File: src/rtl/controller_reader_pkg.sv
// Shared definitions for the NES controller reader: FSM states, button bit positions
// and the CPU IO addresses decoded for the two controller ports.
package controller_reader_pkg;

    typedef enum logic [1:0] {
        StIdle  = 2'd0,
        StLatch = 2'd1,
        StLow   = 2'd2,
        StHigh  = 2'd3
    } reader_state_e;

    localparam int unsigned NumButtons = 8;

    localparam int unsigned BtnA      = 7;
    localparam int unsigned BtnB      = 6;
    localparam int unsigned BtnSelect = 5;
    localparam int unsigned BtnStart  = 4;
    localparam int unsigned BtnUp     = 3;
    localparam int unsigned BtnDown   = 2;
    localparam int unsigned BtnLeft   = 1;
    localparam int unsigned BtnRight  = 0;

    localparam logic [15:0] AddrController1 = 16'h7002;
    localparam logic [15:0] AddrController2 = 16'h7003;

    // Pins are active-low; a pressed button is stored as 1, first bit lands in the MSB.
    function automatic logic [7:0] shift_in(input logic [7:0] sr, input logic pin_n);
        return {sr[6:0], ~pin_n};
    endfunction

endpackage

File: src/rtl/controller_sync_m.sv
// Two-flop synchronizer for one controller data line; resets to the idle-high level.
module controller_sync_m (
    input  logic clk,
    input  logic rst_n,
    input  logic i_d,
    output logic o_q
);

    logic r_meta;
    logic r_sync;

    always_ff @(posedge clk or negedge rst_n) begin
        if (!rst_n) begin
            r_meta <= 1'b1;
            r_sync <= 1'b1;
        end else begin
            r_meta <= i_d;
            r_sync <= r_meta;
        end
    end

    assign o_q = r_sync;

endmodule

File: src/rtl/controller_reader_m.sv
// Polls two NES serial controllers and holds the latest button bytes for CPU reads.
// Define CONTROLLER_READER_SYNC_EN to pass the data pins through two-flop synchronizers.
module controller_reader_m
    import controller_reader_pkg::*;
#(
    parameter int unsigned CLK_DIV = 4
) (
    input  logic       clk,
    input  logic       rst_n,
    input  logic       start,
    input  logic       SELECT_controller_1,
    input  logic       SELECT_controller_2,
    output logic [7:0] data_out,
    output logic       busy,
    output logic       done,
    output logic       ctrl_latch,
    output logic       ctrl_clk,
    input  logic       ctrl_data_1,
    input  logic       ctrl_data_2
);

    localparam int unsigned CntW = $clog2(2 * CLK_DIV);
    localparam logic [CntW-1:0] LatchLast = CntW'(2 * CLK_DIV - 1);
    localparam logic [CntW-1:0] PhaseLast = CntW'(CLK_DIV - 1);

    logic w_data_1;
    logic w_data_2;

`ifdef CONTROLLER_READER_SYNC_EN
    // Synchronizer latency must stay inside one LOW phase so samples remain aligned.
    if (CLK_DIV < 4) begin : g_clk_div_check
        $error("controller_reader_m: CLK_DIV must be >= 4 with the synchronizer enabled");
    end

    controller_sync_m u_sync_1 (
        .clk  (clk),
        .rst_n(rst_n),
        .i_d  (ctrl_data_1),
        .o_q  (w_data_1)
    );

    controller_sync_m u_sync_2 (
        .clk  (clk),
        .rst_n(rst_n),
        .i_d  (ctrl_data_2),
        .o_q  (w_data_2)
    );
`else
    assign w_data_1 = ctrl_data_1;
    assign w_data_2 = ctrl_data_2;
`endif

    reader_state_e   r_state;
    logic [CntW-1:0] r_cnt;
    logic [2:0]      r_idx;
    logic [7:0]      r_shift1;
    logic [7:0]      r_shift2;
    logic [7:0]      r_hold1;
    logic [7:0]      r_hold2;

    always_ff @(posedge clk or negedge rst_n) begin
        if (!rst_n) begin
            r_state    <= StIdle;
            r_cnt      <= '0;
            r_idx      <= '0;
            r_shift1   <= '0;
            r_shift2   <= '0;
            r_hold1    <= '0;
            r_hold2    <= '0;
            busy       <= 1'b0;
            done       <= 1'b0;
            ctrl_latch <= 1'b0;
            ctrl_clk   <= 1'b0;
        end else begin
            done <= 1'b0;
            unique case (r_state)
                StIdle: begin
                    if (start) begin
                        r_state    <= StLatch;
                        r_cnt      <= '0;
                        r_idx      <= '0;
                        busy       <= 1'b1;
                        ctrl_latch <= 1'b1;
                    end
                end
                StLatch: begin
                    if (r_cnt == LatchLast) begin
                        r_state    <= StLow;
                        r_cnt      <= '0;
                        ctrl_latch <= 1'b0;
                    end else begin
                        r_cnt <= r_cnt + CntW'(1);
                    end
                end
                StLow: begin
                    if (r_cnt == PhaseLast) begin
                        r_state  <= StHigh;
                        r_cnt    <= '0;
                        ctrl_clk <= 1'b1;
                        r_shift1 <= shift_in(r_shift1, w_data_1);
                        r_shift2 <= shift_in(r_shift2, w_data_2);
                    end else begin
                        r_cnt <= r_cnt + CntW'(1);
                    end
                end
                StHigh: begin
                    if (r_cnt == PhaseLast) begin
                        r_cnt    <= '0;
                        ctrl_clk <= 1'b0;
                        if (r_idx == 3'd7) begin
                            // Both bytes commit together so a CPU read never sees a mix.
                            r_state <= StIdle;
                            r_hold1 <= r_shift1;
                            r_hold2 <= r_shift2;
                            done    <= 1'b1;
                            busy    <= 1'b0;
                        end else begin
                            r_idx   <= r_idx + 3'd1;
                            r_state <= StLow;
                        end
                    end else begin
                        r_cnt <= r_cnt + CntW'(1);
                    end
                end
                default: r_state <= StIdle;
            endcase
        end
    end

    always_comb begin
        data_out = 8'h00;
        if (SELECT_controller_1) begin
            data_out = r_hold1;
        end else if (SELECT_controller_2) begin
            data_out = r_hold2;
        end
    end

endmodule

File: config.mk
export PLATFORM = sky130hd
export DESIGN_NAME = controller_reader_m
export DESIGN_NICKNAME = d
export VERILOG_FILES = /design/src/rtl/controller_reader_pkg.sv /design/src/rtl/controller_sync_m.sv /design/src/rtl/controller_reader_m.sv
export SDC_FILE = /design/constraint.sdc
export NUM_CORES = 1
export LEC_CHECK = 0
export BUFFER_PORTS_ARGS = -buffer_cell sky130_fd_sc_hd__buf_2
export CAP_MARGIN = 20
export CORE_UTILIZATION = 50
export DETAILED_ROUTE_END_ITERATION = 8
export PLACE_DENSITY = 0.69
export SLEW_MARGIN = 20
export SYNTH_ARGS = -nofsm -noshare
export SYNTH_HDL_FRONTEND = slang
export SYNTH_HIERARCHICAL = 1
export SYNTH_SLANG_ARGS = --single-unit
File: constraint.sdc
create_clock -name clk -period 3.2 [get_ports clk]
set_input_delay 0.64 -clock clk [delete_from_list [all_inputs] [get_ports clk]]
set_output_delay 0.64 -clock clk [all_outputs]
set_load 0.05 [all_outputs]
==> results of run 1 <==
-- final timing paths --
| kind | from | slack (ns) | cells past startpoint | end |
|---|---|---|---|---|
| max | SELECT_controller_1 | 0.85 | 4 | data_out[5] |
| min | rst_n | 0.24 | 1 | r_shift2[0] |
| max reg2reg | r_cnt[0] | 1.31 | 4 | r_hold2[6] |
| min reg2reg | r_shift2[7] | 0.51 | 1 | r_hold2[7] |
| max in group asynchronous | rst_n | 2.49 | 2 | r_shift2[5] |
| min in group clk | r_shift2[7] | 0.51 | 1 | r_hold2[7] |
-- cell families (layout without fill, tap and decap cells) --
family / Yosys count / after routing / share of synthesized area, %
compound gates: 23 / 23 / 8.02
fa+ha+maj: 8 / 8 / 4.97
buf+inv: 11 / 31 / 3.48
flops: 44 / 44 / 54.7
mux: 34 / 34 / 20.7
simple gates: 28 / 28 / 8.14
-- cell usage after synthesis --
cell	number	area share, %
and3_1	2	0.62
a22o_1	7	3.0
a41oi_1	1	0.44
a31o_2	1	0.44
o22ai_2	1	0.62
nor2b_1	2	0.62
o22ai_1	1	0.31
nand2_1	12	2.2
buf_6	3	1.7
mux2_2	25	14
o31a_1	1	0.44
inv_1	4	0.75
a21oi_1	4	0.99
buf_2	2	0.50
nand3b_4	1	0.99
nor3_1	1	0.25
nand3_1	1	0.25
nand2b_1	5	1.6
o21ai_0	7	1.7
ha_1	8	5.0
nor2_1	3	0.56
nand4_4	1	1.1
buf_4	1	0.37
mux2_4	9	6.7
clkbuf_1	1	0.19
dfrtp_1	44	55
-- metrics by stage --
step	cells	utilization [%]	power, mW	setup slack [ns]	hold WS, ns
after floorplan	148	-	0.588	0.622	0.344
after global placement	207	55.9	0.605	0.893	0.482
after detailed placement	207	55.9	0.607	0.851	0.490
after CTS	215	59.1	1.05	0.851	0.509
after global routing	216	59.7	1.08	0.781	0.251
final	216	59.7	1.04	0.853	0.243
-- routing by layer --
metal | global-route usage [%] | wire length (um) | up-vias
li1 | - | - | 565
met1 | 22.0 | 1480 | 579
met2 | 26.7 | 1460 | 16
met3 | 3.99 | 98 | 9
met4 | 9.78 | 68 | 0
met5 | 0 | 0 | -
-- cells in the final DEF (no fill, tap or decap), types with 2 or more instances in the layout --
cell type / Yosys / final
a21oi_1: 4 / 4
a22o_1: 7 / 7
and3_1: 2 / 2
buf_2: 2 / 18
clkbuf_8: 0 / 6
dfrtp_1: 44 / 44
ha_1: 8 / 8
inv_1: 4 / 4
mux2_2: 25 / 25
mux2_4: 9 / 9
nand2_1: 12 / 12
nand2b_1: 5 / 5
nor2_1: 3 / 3
nor2b_1: 2 / 2
o21ai_0: 7 / 7
-- final cells by class --
| cell class | instances | area, um^2 |
|---|---|---|
| Fill cell | 310 | 1520 |
| Clock inverter | 2 | 38.8 |
| Multi-Input combinational cell | 93 | 842 |
| Clock buffer | 6 | 82.6 |
| Sequential cell | 44 | 1100 |
| Inverter | 4 | 15.0 |
| Tap cell | 48 | 60.1 |
| Timing Repair Buffer | 19 | 110 |
-- power groups by stage --
stage | Clock, mW | Combinational [mW] | Sequential (mW)
CTS | 0.458 | 0.0266 | 0.569
global route | 0.479 | 0.0328 | 0.570
finish | 0.440 | 0.0284 | 0.569
floorplan | 0 | 0.00953 | 0.578
global placement | 0 | 0.0254 | 0.579
detailed placement | 0 | 0.0265 | 0.580
-- worst max-delay path: cells and delay by family --
| kind | cells | cell delay [ns] |
|---|---|---|
| compound gates | 1 | 0.21 |
| buf+inv | 2 | 0.42 |
| simple gates | 1 | 0.43 |
-- flip-flops by register name, summed over array words and instances (netlist names) --
name,flops
r_state,2
r_idx,3
ctrl_latch,1
busy,1
r_shift2,8
r_hold1,8
r_cnt,3
r_shift1,8
r_hold2,8
ctrl_clk,1
done,1
==> results.yml, run 1 <==
power_and_ir_drop:
  power.internal_mw: 0.829
  p_leak_nw: 1.10
  power_density_nw_per_um2: 461
  switching_share_pct: 20.0
  ir_worst_vdd_mv: 0.286
  clkPwrFrac_pct: 42.4
  p_comb_share_pct: 2.7
  switching_power_mw: 0.208
  seq_power_share_pct: 54.8
grt:
  grt_pass1_vias: 1188
  grt-ovfl-total: 0
  grt_pass1_wl_mm: 5.44
  grt_max_degree: 45
  grt_usage_pct: 17.2
  antenna_found_initial: 0
die:
  die_y_um: 65.5
  num_rows: 22
  fp.dieW_um: 65.5
  ios: 19
  start_util_pct: 53.4
  coreArea_um2: 3770
  fp.dieArea_um2: 4280
worst_setup_path:
  startpoint_type: "primary input"
  cp_slowest_cell: "nor2b_1"
  max_stage_delay_ns: 0.43
  worstPathRequired_ns: 2.56
  critPathCaptureType: "primary output"
  crit_type: "in -> out"
  path_common_cell: "buf_2"
  crit_chain: "buf_2 -> nor2b_1 -> a22o_1 -> buf_2"
  cp.arrival_ns: 1.71
  critical_path.max_fanout: 11
clock_tree:
  postCtsHoldBufs: 0
  htreeDepth: 2
  clkTransAtPathRegs_ns: 0.08
  clock_latency_ns: 0.30
  cts_setup_buffers: 0
  ctsResizeCount: 0
  root_buffer: "clkbuf_8"
  cts_buffer_depth: 2
  cts.sinks: 44
  numCtsBuffers: 5
  cts_tree: "yes"
outcome:
  status: "finished clean"
sta:
  min_period_over_period_pct: 73.4
  hold_viol: 0
  min_period_ns: 2.35
  fin_skew_ns: 0.0106
  fmax_mhz: 426
  grt_setup_unrepaired: "false"
  worst_slew_pin_slew_ns: 0.583
  relSlewSlack_pct: 61.2
  maxSlewViolCount: 0
  setup_tns_ns: 0
  setup_violations: 0
finish:
  finalInstanceArea_um2: 2250
  drive_above_1_share_pct: 38.7
  antenna_cells: 0
  syn_to_final_growth_pct: 11.7
  fin_nets: 182
hold_path:
  hp-class: "in -> async"
synthesis:
  synth.distinct_cells: 26
  synth-seq-area-share_pct: 54.7
  synth_area_um2: 2010
  ys_seq_elements: 44
  syn-num-nets: 163
  yosysWarnings: 6
  synth.avg_cell_area_um2: 13.6
  syn-instance-count: 148
placed_design:
  dpl-instance-area_um2: 2110
  place_hpwl_mm: 2.09
  portBuffers: 18
  routabilityCongestion: 0.745
detailed_routing:
  drt-total-wl_mm: 3.11
  ant_nets: 0
  post_drt_via_cell_ratio: 5.41
  drt-initial-drc-count: 73
  wire_per_inst_um: 14.4
  drt-pass1-iter-count: 2
  post-route-drc-count: 0
  vias: 1169
run:
  maxCapViolCount: 0
Note: power is estimated with default switching activity, not from simulation.
==> run 2, diff against run 1 <==
--- a/config.mk
+++ b/config.mk
@@ -9,7 +9,7 @@
 export CAP_MARGIN = 20
 export CORE_UTILIZATION = 50
 export DETAILED_ROUTE_END_ITERATION = 8
-export PLACE_DENSITY = 0.69
+export PLACE_DENSITY = 0.72
 export SLEW_MARGIN = 20
 export SYNTH_ARGS = -nofsm -noshare
 export SYNTH_HDL_FRONTEND = slang
==> constraint.sdc (replaced) <==
create_clock -name clk -period 2 [get_ports clk]
set_input_delay 0.4 -clock clk [delete_from_list [all_inputs] [get_ports clk]]
set_output_delay 0.4 -clock clk [all_outputs]
set_load 0.05 [all_outputs]
==> run 2 against run 1 <==
Worst setup slack worse by 0.66 ns. Clock skew down 0.0038 ns. Final cell count up 1.4%. Critical path depth up 1. Combinational power up 52%. Global-route usage up 0.26 points. Sequential share of layout area down 0.59 points. First-iteration DRC count down 42%.
==> results.yml, run 2 (same netlist as run 1, synthesis figures left out) <==
outcome:
  status: "finished clean"
clock_tree:
  cts_tree: "yes"
  clkTransAtPathRegs_ns: 0.08
  cts_setup_buffers: 0
  cts_buffer_depth: 2
  numCtsBuffers: 5
  clock_latency_ns: 0.29
  root_buffer: "clkbuf_8"
  ctsResizeCount: 0
  postCtsHoldBufs: 0
  htreeDepth: 2
  cts.sinks: 44
finish:
  drive_above_1_share_pct: 39.8
  seq_area_um2: 1100
  fin_nets: 185
  n_fill_cell: 303
  syn_to_final_growth_pct: 13.1
  final_cell_mix: "dfrtp_1 (44), mux2_2 (25), buf_2 (18)"
  antenna_cells: 0
  final_common_cell: "dfrtp_1"
  multi_input_area_um2: 842
sta:
  setup_violations: 0
  hold_viol: 0
  relSlewSlack_pct: 57.7
  timing.final.ws_setup_ns: 0.197
  worst_slew_pin_slew_ns: 0.635
  min_period_over_period_pct: 90.2
  fin_skew_ns: 0.00681
  holdWs_ns: 0.175
  maxSlewViolCount: 0
  min_period_ns: 1.80
  fmax_mhz: 555
  grt_setup_unrepaired: "false"
worst_setup_path:
  critical_path.max_fanout: 17
  worstRegToRegCells: 5
  rr_startpoint: "r_cnt[0]"
  cp.arrival_ns: 1.99
  r2r-end: "r_hold1[7]"
  crit_type: "reg -> reg"
  startpoint_type: "register"
  worstPathRequired_ns: 2.18
  critPathCaptureType: "register"
  r2r_slack_ns: 0.20
die:
  start_util_pct: 53.4
  coreArea_um2: 3770
  fp.dieArea_um2: 4280
  ios: 19
  num_rows: 22
  die_y_um: 65.5
  fp.dieW_um: 65.5
grt:
  grt_pass1_vias: 1101
  grt_max_degree: 45
  grt_usage_pct: 17.5
  grt-ovfl-total: 0
  grt_pass1_wl_mm: 5.44
  antenna_found_initial: 0
placed_design:
  routabilityCongestion: 0.764
  place_ws_ns: 0.100
  place_hpwl_mm: 2.28
  portBuffers: 18
detailed_routing:
  ant_nets: 0
  vias: 1171
  drt-pass1-iter-count: 4
  wire_per_inst_um: 15.5
  drt-total-wl_mm: 3.40
  drt-initial-drc-count: 42
  post_drt_via_cell_ratio: 5.35
  post-route-drc-count: 0
power_and_ir_drop:
  power_density_nw_per_um2: 738
  p_leak_nw: 1.12
  ir_worst_vdd_mv: 0.414
hold_path:
  hp-class: "in -> async"
run:
  maxCapViolCount: 0
## run 2: critical path: stages, from the launching register on
cell and delay [ns]:
dfrtp_1 0.40, ha_1 0.27, ha_1 0.32, nand4_4 0.15, buf_12 0.18, mux2_2 0.36
## run 2: layer usage
metal / global-route usage (%) / wire (um) / up-vias
met5: 0 / 0 / -
met4: 8.97 / 65 / 0
met3: 4.17 / 99 / 7
met2: 27.8 / 1790 / 18
met1: 22.0 / 1440 / 583
li1: - / - / 563
## run 2: final cells by class
class,instances,area share [%]
Sequential cell,44,48.4
Multi-Input combinational cell,93,37.0
Timing Repair Buffer,22,5.82
Clock buffer,7,4.23
Tap cell,48,2.64
Clock inverter,1,1.32
Inverter,4,0.659
## run 2: per-stage QoR
step | power, mW | util [%] | cells | area [um^2] | TNS [ns]
3_3_place_gp | 0.970 | 56.5 | 210 | 2130 | 0
6_report | 1.68 | 60.4 | 219 | 2280 | 0
3_5_place_dp | 0.973 | 56.5 | 210 | 2130 | 0
2_1_floorplan | 0.940 | - | 148 | 2010 | -0.195
4_1_cts | 1.69 | 59.9 | 218 | 2260 | 0
5_1_grt | 1.74 | 60.4 | 219 | 2280 | 0
## run 2: report_power, final
group          switching (mW)  total (mW)  leakage, nW  internal (mW)
Sequential            0.00878       0.910        0.546          0.901
Clock                   0.287       0.727       0.0645          0.441
Combinational          0.0271      0.0433        0.506         0.0162
Total                   0.322        1.68         1.12           1.36
## run 2: worst max-delay path by stage
stage                   startpoint     endpoint  cells past startpoint
5_1_grt                   r_cnt[0]     r_idx[0]                      5
6_report                  r_cnt[0]   r_hold1[7]                      5
3_5_place_dp              r_cnt[0]   r_hold1[6]                      4
4_1_cts                   r_cnt[0]   r_hold2[6]                      4
3_3_place_gp              r_cnt[0]   r_hold1[1]                      4
2_1_floorplan  SELECT_controller_1  data_out[1]                      2
